**config.mk**
```make
export PLATFORM = sky130hd
export DESIGN_NAME = mod_n_counter_ctrl
export DESIGN_NICKNAME = d
export VERILOG_FILES = /design/src/rtl/mod_n_counter_ctrl.sv
export SDC_FILE = /design/constraint.sdc
export NUM_CORES = 1
export LEC_CHECK = 0
export ABC_AREA = 1
export BUFFER_PORTS_ARGS = -buffer_cell sky130_fd_sc_hd__buf_4
export CAP_MARGIN = 10
export CORE_MARGIN = 5
export CORE_UTILIZATION = 45
export DETAILED_ROUTE_END_ITERATION = 16
export PLACE_DENSITY = 0.81
export RECOVER_POWER = 50
export SYNTH_ARGS = -nofsm -noshare
export SYNTH_HDL_FRONTEND = slang
export SYNTH_SLANG_ARGS = --single-unit
```
**constraint.sdc**
```tcl
create_clock -name clk -period 1.5 [get_ports clk]
set_input_delay 0.15 -clock clk [delete_from_list [all_inputs] [get_ports clk]]
set_output_delay 0.15 -clock clk [all_outputs]
set_load 0.005 [all_outputs]
```
**src/rtl/mod_n_counter_ctrl.sv**
```systemverilog
`default_nettype none
// ============================================================================
// Module   : mod_n_counter_ctrl
// Brief    : Configurable mod-N counter controller. Takes a valid/ready config,
//            then counts with start/pause/abort in continuous or one-shot mode.
// Revision : 1.0 - initial release
// ============================================================================
module mod_n_counter_ctrl #(
    parameter int WIDTH = 4,
    parameter int REP_W = 4
) (
    input  logic             clk,
    input  logic             rst,
    input  logic             cfg_valid,
    output logic             cfg_ready,
    input  logic [WIDTH-1:0] cfg_mod,
    input  logic [REP_W-1:0] cfg_reps,
    input  logic             cfg_oneshot,
    output logic             cfg_err,
    input  logic             start,
    input  logic             pause,
    input  logic             abort,
    output logic [WIDTH-1:0] count,
    output logic             tc,
    output logic             done,
    output logic             busy,
    output logic [1:0]       state
);

    typedef enum logic [1:0] {
        ST_IDLE  = 2'd0,
        ST_RUN   = 2'd1,
        ST_PAUSE = 2'd2,
        ST_DONE  = 2'd3
    } state_t;

    localparam logic [WIDTH-1:0] C_MOD_RESET = '1;
    localparam logic [WIDTH-1:0] C_MOD_MIN   = WIDTH'(2);
    localparam logic [WIDTH-1:0] C_CNT_ONE   = WIDTH'(1);
    localparam logic [REP_W-1:0] C_REP_ONE   = REP_W'(1);

    state_t           r_state_q,   w_state_d;
    logic [WIDTH-1:0] r_count_q,   w_count_d;
    logic [WIDTH-1:0] r_mod_q,     w_mod_d;
    logic [REP_W-1:0] r_reps_q,    w_reps_d;
    logic             r_oneshot_q, w_oneshot_d;
    logic [REP_W-1:0] r_rep_cnt_q, w_rep_cnt_d;
    logic             r_cfg_err_q, w_cfg_err_d;
    logic             r_done_q,    w_done_d;

    logic             w_cfg_xfer;
    logic             w_cfg_ok;
    logic             w_last_count;
    logic             w_last_rep;

    assign cfg_ready    = (r_state_q == ST_IDLE) || (r_state_q == ST_DONE);
    assign w_cfg_xfer   = cfg_valid && cfg_ready;
    assign w_cfg_ok     = cfg_mod >= C_MOD_MIN;
    // mod_r is always >= 2, so mod_r-1 never underflows
    assign w_last_count = r_count_q == (r_mod_q - C_CNT_ONE);
    assign w_last_rep   = r_rep_cnt_q == (r_reps_q - C_REP_ONE);

    always_comb begin
        w_state_d   = r_state_q;
        w_count_d   = r_count_q;
        w_mod_d     = r_mod_q;
        w_reps_d    = r_reps_q;
        w_oneshot_d = r_oneshot_q;
        w_rep_cnt_d = r_rep_cnt_q;
        w_cfg_err_d = 1'b0;
        w_done_d    = 1'b0;

        if (w_cfg_xfer) begin
            if (w_cfg_ok) begin
                w_mod_d     = cfg_mod;
                w_reps_d    = (cfg_reps == '0) ? C_REP_ONE : cfg_reps;
                w_oneshot_d = cfg_oneshot;
            end else begin
                w_cfg_err_d = 1'b1;
            end
        end

        case (r_state_q)
            ST_IDLE, ST_DONE: begin
                if (start) begin
                    w_state_d   = ST_RUN;
                    w_count_d   = '0;
                    w_rep_cnt_d = '0;
                end
            end
            ST_RUN: begin
                if (abort) begin
                    w_state_d   = ST_IDLE;
                    w_count_d   = '0;
                    w_rep_cnt_d = '0;
                end else if (pause) begin
                    w_state_d   = ST_PAUSE;
                end else if (w_last_count) begin
                    w_count_d   = '0;
                    w_rep_cnt_d = r_rep_cnt_q + C_REP_ONE;
                    if (r_oneshot_q && w_last_rep) begin
                        w_state_d   = ST_DONE;
                        w_rep_cnt_d = '0;
                        w_done_d    = 1'b1;
                    end
                end else begin
                    w_count_d   = r_count_q + C_CNT_ONE;
                end
            end
            ST_PAUSE: begin
                if (abort) begin
                    w_state_d   = ST_IDLE;
                    w_count_d   = '0;
                    w_rep_cnt_d = '0;
                end else if (!pause) begin
                    w_state_d   = ST_RUN;
                end
            end
            default: begin
                w_state_d   = ST_IDLE;
                w_count_d   = '0;
                w_rep_cnt_d = '0;
            end
        endcase
    end

    always_ff @(posedge clk) begin
        if (!rst) begin
            r_state_q   <= ST_IDLE;
            r_count_q   <= '0;
            r_mod_q     <= C_MOD_RESET;
            r_reps_q    <= C_REP_ONE;
            r_oneshot_q <= 1'b0;
            r_rep_cnt_q <= '0;
            r_cfg_err_q <= 1'b0;
            r_done_q    <= 1'b0;
        end else begin
            r_state_q   <= w_state_d;
            r_count_q   <= w_count_d;
            r_mod_q     <= w_mod_d;
            r_reps_q    <= w_reps_d;
            r_oneshot_q <= w_oneshot_d;
            r_rep_cnt_q <= w_rep_cnt_d;
            r_cfg_err_q <= w_cfg_err_d;
            r_done_q    <= w_done_d;
        end
    end

    assign count   = r_count_q;
    assign state   = r_state_q;
    assign tc      = (r_state_q == ST_RUN) && w_last_count;
    assign busy    = (r_state_q == ST_RUN) || (r_state_q == ST_PAUSE);
    assign done    = r_done_q;
    assign cfg_err = r_cfg_err_q;

endmodule
`default_nettype wire

```
# ---- Yosys cells after proc, flatten, opt, wreduce, memory -nomap -nowiden
# Index checks and enable logic that the tools add are counted.
dict set report word_totals {
  reg_bits 21
  in_bits 15
  out_inout_bits 11
  wordCells 64
}
dict set report classes {
  addsub 4
  n_lt_le_gt_ge 1
  eq_ne 12
  muxes 22
  bitwise 3
  reduce_logical 14
}
# operator count
set ops {}
lappend ops {{two-way mux 4 bit} 10}
lappend ops {{case mux 4 bit (3 select lines)} 2}
lappend ops {{two-way mux 2 bit} 7}
lappend ops {{inequality test 3 bit (second input constant)} 3}
lappend ops {{adder 4 x 1 -> 4 bit (second input constant)} 2}
lappend ops {{equality test 4 bit} 2}
lappend ops {{inequality test 4 bit (second input constant)} 2}
lappend ops {{AND reduction 4 bit} 2}
lappend ops {{subtractor 4 x 1 -> 4 bit (second input constant)} 2}
lappend ops {{case mux 2 bit (3 select lines)} 1}
lappend ops {{OR reduction 5 bit} 1}
lappend ops {{equality test 2 bit (second input constant)} 2}
lappend ops {{>= comparator 4 x 2 -> 1 bit (second input constant)} 1}
lappend ops {{zero test 4 bit} 1}
lappend ops {{inequality test 2 bit (second input constant)} 2}
lappend ops {{AND reduction 2 bit} 2}
lappend ops {{logical AND 1 bit} 3}
lappend ops {{NOT 1 bit} 3}
lappend ops {{AND reduction 3 bit} 1}
lappend ops {{equality test 2 x 1 -> 1 bit (second input constant)} 1}
lappend ops {{zero test 2 bit} 1}
lappend ops {{logical OR 1 bit} 2}
lappend ops {{two-way mux 1 bit} 2}
lappend ops {{OR reduction 2 bit} 1}

# ---- Depth between registers and ports, before layout
# Gate-level depths: netlist of run 1.
dict set report logic_depth {
  word_depth 8
  mapped_depth 15
  mapped_depth_nobuf 15
}

# ---- Worst setup path after synthesis of run 1
# OpenSTA, ideal clock, no wires.
dict set report synth_timing {
  path_type {reg-to-reg}
  startpoint {register r_state_q[0] (netlist: state[0])}
  endpoint {register r_count_q[3] (netlist: count[3])}
  setup_time_ns 0.114
  arrival_ns 1.490
  required_ns 1.386
  setup_slack_ns -0.104
  stages_incl_launch_ff 10
  path_buffers 1
  period_less_slack_ns 1.604
  cell_sequence {dfxtp_1 inv_1 ha_1 inv_1 o22ai_1 nor2_4 buf_6 nand4_1 xor2_1 nor2_1}
}
dict set report synth_via {
  elab_chain_cells 4
  word_cells_on_any_way 10
  cone_classes {eq/ne: 6; mux: 1; reduce/logical: 3}
}
# element line_no
set synth_rtl {}
lappend synth_rtl {{from (decl)} 42} ;# state_t r_state_q, w_state_d;
lappend synth_rtl {{from (signal assigned)} 138} ;# r_state_q <= w_state_d;
lappend synth_rtl {{equality test 2 bit / zero test 2 bit (equally long branches)} 83} ;# case (r_state_q)
lappend synth_rtl {{OR reduction 2 bit} 83}
lappend synth_rtl {{inequality test 2 bit (no line)} n/a}
lappend synth_rtl {{AND reduction 3 bit (no line)} n/a}
lappend synth_rtl {{to (signal assigned)} 139} ;# r_count_q <= w_count_d;
lappend synth_rtl {{to (decl)} 43} ;# logic [WIDTH-1:0] r_count_q, w_count_d;
# Several ways; a longest one is shown, not always the timed one.
# A chain may end at the register's enable or synchronous reset.

# ---- Worst setup path after layout of run 1
dict set report layout_timing {
  startpoint {register r_mod_q[0]}
  endpoint {output port tc}
}
dict set report layout_via {
  elab_chain_cells 3
}
# element line_no
set layout_rtl {}
lappend layout_rtl {{from (decl)} 44} ;# logic [WIDTH-1:0] r_mod_q, w_mod_d;
lappend layout_rtl {{from (signal assigned)} 140} ;# r_mod_q <= w_mod_d;
lappend layout_rtl {{subtractor 4 x 1 -> 4 bit} 60} ;# assign w_last_count = r_count_q == (r_mod_q - C_CNT_ONE);
lappend layout_rtl {{equality test 4 bit} 60}
lappend layout_rtl {{logical AND 1 bit} 151} ;# assign tc = (r_state_q == ST_RUN) && w_last_count;
lappend layout_rtl {{to (decl)} 24} ;# output logic tc,
# Every way passes these cells.

==> flow_summary.yaml, run 1 <==
synthesis:
  async_flop_share_pct: 0
  yosys_most_used_dff: "dfxtp_1"
  syn_inst: 193
  synth.distinct_cells: 28
  ys.warnings.count: 0
  synth_edf_count: 0
  synth_area_per_cell_um2: 6.613
  yosysSeqAreaShare_pct: 32.94
  ys_ff_latch: 21
  syn_area_mm2: 0.001276
  syn_nets: 214
sta:
  fin_skew_ns: 0.007167
  period_needed_ns: 1.805
  holdWs_ns: 0.02479
  max_freq_ghz: 0.5540
  tns_ns: -2.783
  post-route-period-util_pct: 120.3
  slew_viol_final: 0
  setup-violations-final: 12
  final_hold_viol_count: 0
  tightest_slew_ns: 0.2818
  max_slew_margin_pct: 81.05
  worst_slack_ns: -0.3050
  rsz0062_at_grt: "true"
floorplanning:
  rows: 19
  dieHeight_um: 63.26
  core_mm2: 0.002734
  ios: 26
  fp.dieW_um: 63.26
  die_area_mm2: 0.004001
  start_util_pct: 46.68
drt:
  wire_per_inst_um: 11.65
  drc: 0
  drtPass1Iterations: 5
  ant_nets: 0
  drt_wl_total_mm: 3.227
  route.vias.total: 1363
  via_per_inst: 4.921
  dr.first_iter.drc_count: 36
critical_path:
  worst_path_largest_cell_delay_ns: 0.36
  worstPathRequired_ns: 1.35
  crit_type: "flip-flop to primary output"
  path_max_fanout: 3
  start_kind: "flip-flop"
  cp_cell_sequence: "inv_2, ha_4, inv_2, nand2_2, nand3_1, nand2_2, nor2_2, nand2_2, buf_6, nor2_4, buf_6"
  crit_path_end_kind: "primary output"
  crit_slowest_cell: "dfxtp_2"
  crit_arrival_ns: 1.66
  timing.critical_path.mode_cell: "nand2_2"
power:
  ir_drop_mv: 1.108
  power.density_mw_per_mm2: 1539
  p_total_mw: 2.912
  cellLeakagePower_nw: 0.8954
global_routing:
  grt_overflow: 0
  grt_pass1_wl_mm: 5.354
  grt_pass1_vias: 1324
  grt_antenna_before_repair: 0
  grt_usage_pct: 15.82
  grt_max_degree: 17
cts:
  clkSlewWorstSetupHoldPaths_ns: 0.13
  ctsRootBufferMaster: "clkbuf_4"
  cts_tree: "built"
  cts_buffer_depth: 2
  cts_made_buffers: 3
  clock-sinks: 21
  cts_htree_levels: 1
  clock_latency_ns: 0.31
place:
  io_buffers: 25
  gp_congestion: 0.8145
  place_ws_ns: -0.1277
  placed_cells: 258
  dp_hpwl_mm: 2.290
final_layout:
  drive_gt1_share_pct: 40.65
  nNetsFinal: 268
  stdcell_count: 277
  antenna-diode-count: 0
  layout_common_cells: "44 x nand2_1, 42 x buf_4, 24 x inv_1"
  syn_to_final_growth_pct: 48.23
  final_common_cell: "nand2_1"
outcome:
  outcome: "complete, but fails checks"
  failed_checks: "setup timing"
run:
  maxCapViolations: 0
hold_path:
  hold_path.class: "primary input to flip-flop"
metal layers:
layer  up-vias  global-route usage, %  part of all wire (%)
li1        718                      -                     -
met1       599                  18.18                    43
met2        36                  27.82                    49
met3        10                  3.908                   5.5
met4         0                  6.234                   2.4
met5         -                      0                     0
repair_timing:
action	CTS	global route
resized for setup	16	24
endpoints found under the hold margin	1	0
setup endpoints to repair	13	14
setup buffers	10	6
pin swaps	12	8
hold buffers	1	0
cells in the mapped netlist (3+ instances only):
cell | count | area share, %
nand4_1 | 3 | 1.5
inv_2 | 3 | 0.88
o211ai_1 | 5 | 2.9
dfxtp_1 | 21 | 33
o21ai_0 | 5 | 2.0
nand2_1 | 54 | 16
nand3_1 | 13 | 5.1
nor4_1 | 3 | 1.5
inv_1 | 30 | 8.8
nor2_1 | 22 | 6.5
a21oi_1 | 7 | 2.7
ha_1 | 6 | 5.9
sequential cells by signal (all words and copies together), names as in the netlist:
| name | cells |
|---|---|
| r_mod_q | 4 |
| r_reps_q | 4 |
| count | 4 |
| r_oneshot_q | 1 |
| state | 2 |
| cfg_err | 1 |
| done | 1 |
| r_rep_cnt_q | 4 |
cell families after synthesis:
kind of cell / Yosys count / share of synthesized area (%)
adder cells (fa/ha/maj): 6 / 5.882
flip-flops: 21 / 32.94
XOR/XNOR: 4 / 2.746
AO/OA/AOI/OAI: 20 / 9.412
AND/OR/NAND/NOR: 105 / 37.25
buffers and inverters: 37 / 11.76
metrics by stage:
stage               area [um^2]  util (%)
floorplan                  1297         -
global placement           1594     58.31
detailed placement         1594     58.31
CTS                        1753     64.12
global route               1892     69.20
finish                     1892     69.20
path summary, 6_finish.rpt:
path                                  start              to  slack [ns]  cells past startpoint
worst max-delay path             r_mod_q[0]              tc       -0.31                     11
worst min-delay path                  pause            done        0.02                      2
worst max register to register   r_mod_q[0]  r_rep_cnt_q[0]       -0.27                     16
worst min register to register  r_reps_q[3]     r_reps_q[3]        0.49                      2
where the power goes:
part / switching (mW) / internal [mW]
registers: 0.118 / 0.693
logic: 0.929 / 0.891
clock network: 0.181 / 0.0996
total: 1.23 / 1.68
area by class of cell:
class	instances	area (um^2)
Clock buffer	3	22.52
Clock inverter	1	5.005
Fill cell	225	842.1
Inverter	34	130.1
Multi-Input combinational cell	135	842.1
Sequential cell	21	425.4
Tap cell	31	38.79
Timing Repair Buffer	52	427.9
worst max-delay path, delay by kind of cell, from the launching register on:
family / cells / cell delay (ns)
buffers and inverters: 4 / 0.31
AND/OR/NAND/NOR: 6 / 0.50
adder cells (fa/ha/maj): 1 / 0.15
flip-flops: 1 / 0.36
(Power assumes the default switching activity.)
==> run 2: changes to the inputs <==
Settings changed: ABC_AREA 1 to unset, PLACE_DENSITY 0.81 to 0.82.
==> run 2 against run 1 <==
The run still ends with setup timing left. Sequential share of layout area increased by 0.48 points. Via count decreased by 16%. Global-route usage increased by 1.9 points. Clock power increased by 2%. Critical endpoint is now r_rep_cnt_q[3]. Largest power group is now sequential cells.
==> flow_summary.yaml, run 2 <==
synthesis:
  ys_top_cells_by_count: "21 x dfxtp_1, 16 x nor2_1, 10 x xnor2_1, 9 x inv_1"
  synth_edf_count: 0
  yosysSeqAreaShare_pct: 36.13
  ys_ff_latch: 21
  yosysMostFrequentCell: "dfxtp_1"
  yosys_most_used_dff: "dfxtp_1"
  syn_nets: 148
  async_flop_share_pct: 0
  synth_top_area_cell: "dfxtp_1"
  yosysTopAreaCellShare_pct: 36.13
  synth.distinct_cells: 37
  syn_area_mm2: 0.001164
  ys.warnings.count: 0
  synth_area_per_cell_um2: 9.162
  ys_top_cells_by_area: "dfxtp_1 36%, xnor2_1 7.5%, ha_1 6.5%"
  syn_inst: 127
critical_path:
  path_max_fanout: 4
  start_kind: "flip-flop"
  crit_type: "flip-flop to flip-flop"
  crit_arrival_ns: 2.14
  crit_path_end_kind: "flip-flop"
  worstPathRequired_ns: 1.72
run:
  maxCapViolations: 0
drt:
  wire_per_inst_um: 14.18
  drc: 0
  ant_nets: 0
  drt_wl_total_mm: 3.092
  route.vias.total: 1142
  dr.first_iter.drc_count: 24
  drtPass1Iterations: 4
  via_per_inst: 5.239
final_layout:
  syn_to_final_growth_pct: 62.47
  layout_common_cells: "48 x buf_4, 16 x dfxtp_1, 12 x nor2_1"
  drive_gt1_share_pct: 51.60
  nNetsFinal: 210
  antenna-diode-count: 0
  final_common_cell: "buf_4"
sta:
  rsz0062_at_grt: "true"
  max_slew_margin_pct: 76.51
  holdWs_ns: 0.02296
  final_hold_viol_count: 0
  tightest_slew_ns: 0.3511
  slew_viol_final: 0
  fin_skew_ns: 0.007655
  tns_ns: -3.325
  worst_slack_ns: -0.4209
  setup-violations-final: 12
  max_freq_ghz: 0.5206
  period_needed_ns: 1.921
  post-route-period-util_pct: 128.1
outcome:
  failed_checks: "setup timing"
  outcome: "complete, but fails checks"
cts:
  cts_hold_buf: 0
  cts_made_buffers: 3
  ctsRootBufferMaster: "clkbuf_4"
  clkSlewWorstSetupHoldPaths_ns: 0.13
  cts_tree: "built"
  clock_latency_ns: 0.32
  cts_buffer_depth: 2
  cts_htree_levels: 1
  clock-sinks: 21
global_routing:
  grt_pass1_wl_mm: 4.857
  grt_pass1_vias: 1140
  grt_overflow: 0
  grt_antenna_before_repair: 0
  grt_usage_pct: 17.76
  grt_max_degree: 13
place:
  gp_congestion: 0.8586
  dp_hpwl_mm: 2.313
  io_buffers: 25
floorplanning:
  dieHeight_um: 60.85
  die_area_mm2: 0.003703
  start_util_pct: 46.97
  ios: 26
  rows: 18
  core_mm2: 0.002477
  fp.dieW_um: 60.85
power:
  power.density_mw_per_mm2: 814.3
  cellLeakagePower_nw: 0.8482
  p_total_mw: 1.539
  ir_drop_mv: 0.7937
hold_path:
  hold_path.class: "primary input to flip-flop"
run 2: changes by cell type after synthesis, sizes merged, moves of 5 or more:
cell	previous run	this run
a21oi	7	2
inv	34	9
mux2i	0	6
nand2	57	8
nand3	13	8
nor2	25	16
xnor2	2	10
run 2: power by group:
part | internal, mW | leakage [nW] | switching [mW]
Sequential | 0.595 | 0.172 | 0.0403
Combinational | 0.338 | 0.658 | 0.278
Clock | 0.0999 | 0.0177 | 0.188
Total | 1.03 | 0.848 | 0.506
run 2: critical path: stages, from the launching register on:
cell     delay (ns)
dfxtp_4        0.40
inv_4          0.04
ha_4           0.17
xnor2_4        0.13
xnor2_2        0.17
buf_4          0.15
nor4b_4        0.26
buf_4          0.19
o32ai_2        0.07
a22o_1         0.24
run 2: path summary, 6_finish.rpt:
check | slack, ns | to | start | depth (start not counted)
hold / removal | 0.02 | cfg_err | cfg_mod[1] | 2
setup reg to reg | -0.42 | r_rep_cnt_q[3] | r_mod_q[0] | 9
hold reg to reg | 0.50 | r_mod_q[3] | r_mod_q[3] | 2
setup / recovery | -0.42 | r_rep_cnt_q[3] | r_mod_q[0] | 9
run 2: what timing repair did:
action | 4_1_cts | 5_1_grt
setup endpoints to repair | 18 | 18
resized for setup | 19 | 13
pin swaps | 14 | 5
setup buffers | 5 | 2
run 2: kinds of logic after synthesis:
logic type                 Yosys count  share of synthesized area, %
DFF                                 21                         36.13
xor gates and xnor gates            14                         11.72
buffers and inverters               12                         3.977
and+or+nand+nor                     51                         24.62
muxes                                7                         6.129
adders and majority gates            6                         6.451
AOI/OAI and AO/OA                   16                         10.97
run 2: per-stage QoR:
stage	instances	cell area [um^2]	util, %	worst slack, ns
after detailed placement	207	1667	67.27	-0.2454
after CTS	216	1823	73.59	-0.4303
after floorplan	127	1247	-	-0.2204
after global placement	207	1667	67.27	-0.1903
after global routing	218	1891	76.31	-0.5196
final	218	1891	76.31	-0.4209
run 2: final cells by class:
| class | instances | area (um^2) |
|---|---|---|
| Tap cell | 30 | 37.54 |
| Timing Repair Buffer | 59 | 461.7 |
| Multi-Input combinational cell | 94 | 884.6 |
| Clock inverter | 1 | 5.005 |
| Sequential cell | 21 | 434.2 |
| Clock buffer | 3 | 22.52 |
| Inverter | 10 | 45.04 |
| Fill cell | 160 | 586.8 |
run 2: per-layer routing:
| layer | routed length, um | GRT usage (%) |
|---|---|---|
| met1 | 1293 | 19.77 |
| met2 | 1632 | 32.52 |
| met3 | 108 | 4.043 |
| met4 | 57 | 6.811 |
| met5 | 0 | 0 |
==> run 3: changes to the inputs <==
Settings changed: SKIP_LAST_GASP set to 1.
==> run 3 against run 2 <==
The run still ends with setup timing left. Hold slack better by 0.0081 ns. Register-to-register slack hardly changed. Clock skew up 0.0032 ns. Non-clock buffer count up 1. Final cell count rose by 0.46%. First-iteration DRC count increased by 4.2%. Via count is 0.26% higher. Combinational power is 3% lower. Maximum frequency grew 0.62%. Final area fell by 0.66%. Worst setup slack improved by 0.012 ns. Largest power group unchanged.
==> flow_summary.yaml, run 3 (same netlist as run 2, synthesis figures left out) <==
outcome:
  outcome: "complete, but fails checks"
  failed_checks: "setup timing"
critical_path:
  crit_path_end_kind: "flip-flop"
  worstPathRequired_ns: 1.70
  crit_arrival_ns: 2.11
  start_kind: "flip-flop"
  path_max_fanout: 4
  crit_type: "flip-flop to flip-flop"
floorplanning:
  fp.dieW_um: 60.85
  rows: 18
  start_util_pct: 46.97
  core_mm2: 0.002477
  dieHeight_um: 60.85
  die_area_mm2: 0.003703
  ios: 26
sta:
  period_needed_ns: 1.909
  post-route-period-util_pct: 127.3
  fin_skew_ns: 0.01090
  rsz0062_at_grt: "true"
  slew_viol_final: 0
  worst_slack_ns: -0.4091
  holdWs_ns: 0.03107
  setup-violations-final: 12
  max_slew_margin_pct: 76.40
  tightest_slew_ns: 0.3527
  max_freq_ghz: 0.5238
  final_hold_viol_count: 0
drt:
  drtPass1Iterations: 4
  drc: 0
  ant_nets: 0
  dr.first_iter.drc_count: 25
  wire_per_inst_um: 13.86
  route.vias.total: 1145
  drt_wl_total_mm: 3.036
  via_per_inst: 5.228
cts:
  clock-sinks: 21
  cts_made_buffers: 3
  ctsRootBufferMaster: "clkbuf_4"
  cts_tree: "built"
  clock_latency_ns: 0.31
  cts_htree_levels: 1
  cts_buffer_depth: 2
  clkSlewWorstSetupHoldPaths_ns: 0.12
final_layout:
  nNetsFinal: 211
  syn_to_final_growth_pct: 61.40
  stdcell_count: 219
  layout_common_cells: "52 x buf_4, 16 x dfxtp_1, 12 x nor2_1"
  fillers: 164
  drive_gt1_share_pct: 51.32
  final_area_mm2: 0.001878
  final_common_cell: "buf_4"
  antenna-diode-count: 0
  final_core_util_pct: 75.81
global_routing:
  grt_antenna_before_repair: 0
  grt_overflow: 0
  grt_pass1_wl_mm: 4.857
  grt_usage_pct: 17.76
  grt_max_degree: 13
  grt_pass1_vias: 1140
power:
  power.density_mw_per_mm2: 802.6
  cellLeakagePower_nw: 0.8515
  ir_drop_mv: 0.9129
run:
  maxCapViolations: 0
place:
  dpl_cell_area_mm2: 0.001667
  placed_cells: 207
  dp_hpwl_mm: 2.313
  gp_congestion: 0.8586
  place_ws_ns: -0.2454
  io_buffers: 25
hold_path:
  hold_path.class: "primary input to flip-flop"
-- run 3: cell count changes in the layout (fill, tap and decap cells not counted), sizes merged --
cell	previous run	this run
buf	55	56
dlygate4sd3	0	1
clkbuf	7	6
-- run 3: metal layers --
metal	GRT usage, %	vias up	part of all wire [%]	routed length, um
li1	-	573	-	-
met3	4.043	8	3.4	102
met5	0	-	0	0
met4	6.811	0	2.5	76
met2	32.52	23	54	1648
met1	19.77	541	40	1208
-- run 3: worst max-delay path, cell delays in order, from the launching register on --
cell     delay [ns]
dfxtp_4        0.40
inv_4          0.04
ha_4           0.17
xnor2_4        0.13
xnor2_2        0.17
buf_4          0.15
nor4b_4        0.25
buf_4          0.18
o32ai_2        0.07
a22o_1         0.24
-- run 3: final timing paths --
check	from	end	slack (ns)	depth (start not counted)
setup / recovery	r_mod_q[0]	r_rep_cnt_q[3]	-0.41	9
hold / removal	cfg_mod[3]	cfg_err	0.03	2
setup reg to reg	r_mod_q[0]	r_rep_cnt_q[3]	-0.41	9
hold reg to reg	r_mod_q[3]	r_mod_q[3]	0.50	2
-- run 3: metrics by stage --
stage          power, mW  setup TNS, ns
4_1_cts            1.488         -2.957
3_3_place_gp       1.113         -1.572
6_report           1.507         -3.205
5_1_grt            1.614         -4.301
2_1_floorplan     0.9241         -1.178
3_5_place_dp       1.132         -2.210
-- run 3: report_power, final --
group	leakage [nW]	switching [mW]	internal, mW	total, mW
logic	0.662	0.268	0.332	0.600
registers	0.172	0.0385	0.595	0.634
clock network	0.0177	0.174	0.0996	0.274
-- run 3: final cells by class --
class | count | area [um^2] | area share [%]
Clock buffer | 3 | 22.52 | 1.199
Clock inverter | 1 | 5.005 | 0.2665
Inverter | 10 | 40.04 | 2.132
Multi-Input combinational cell | 94 | 874.6 | 46.57
Sequential cell | 21 | 434.2 | 23.12
Tap cell | 30 | 37.54 | 1.999
Timing Repair Buffer | 60 | 464.2 | 24.72
-- run 3: repair_timing --
item                                    4_1_cts  5_1_grt
pin swaps                                    14        5
resized for setup                            19        6
hold endpoints to repair                      0        1
endpoints found under the setup margin       18       18
cloned                                        0        0
buffers inserted                              5        2
hold buffers                                  0        1
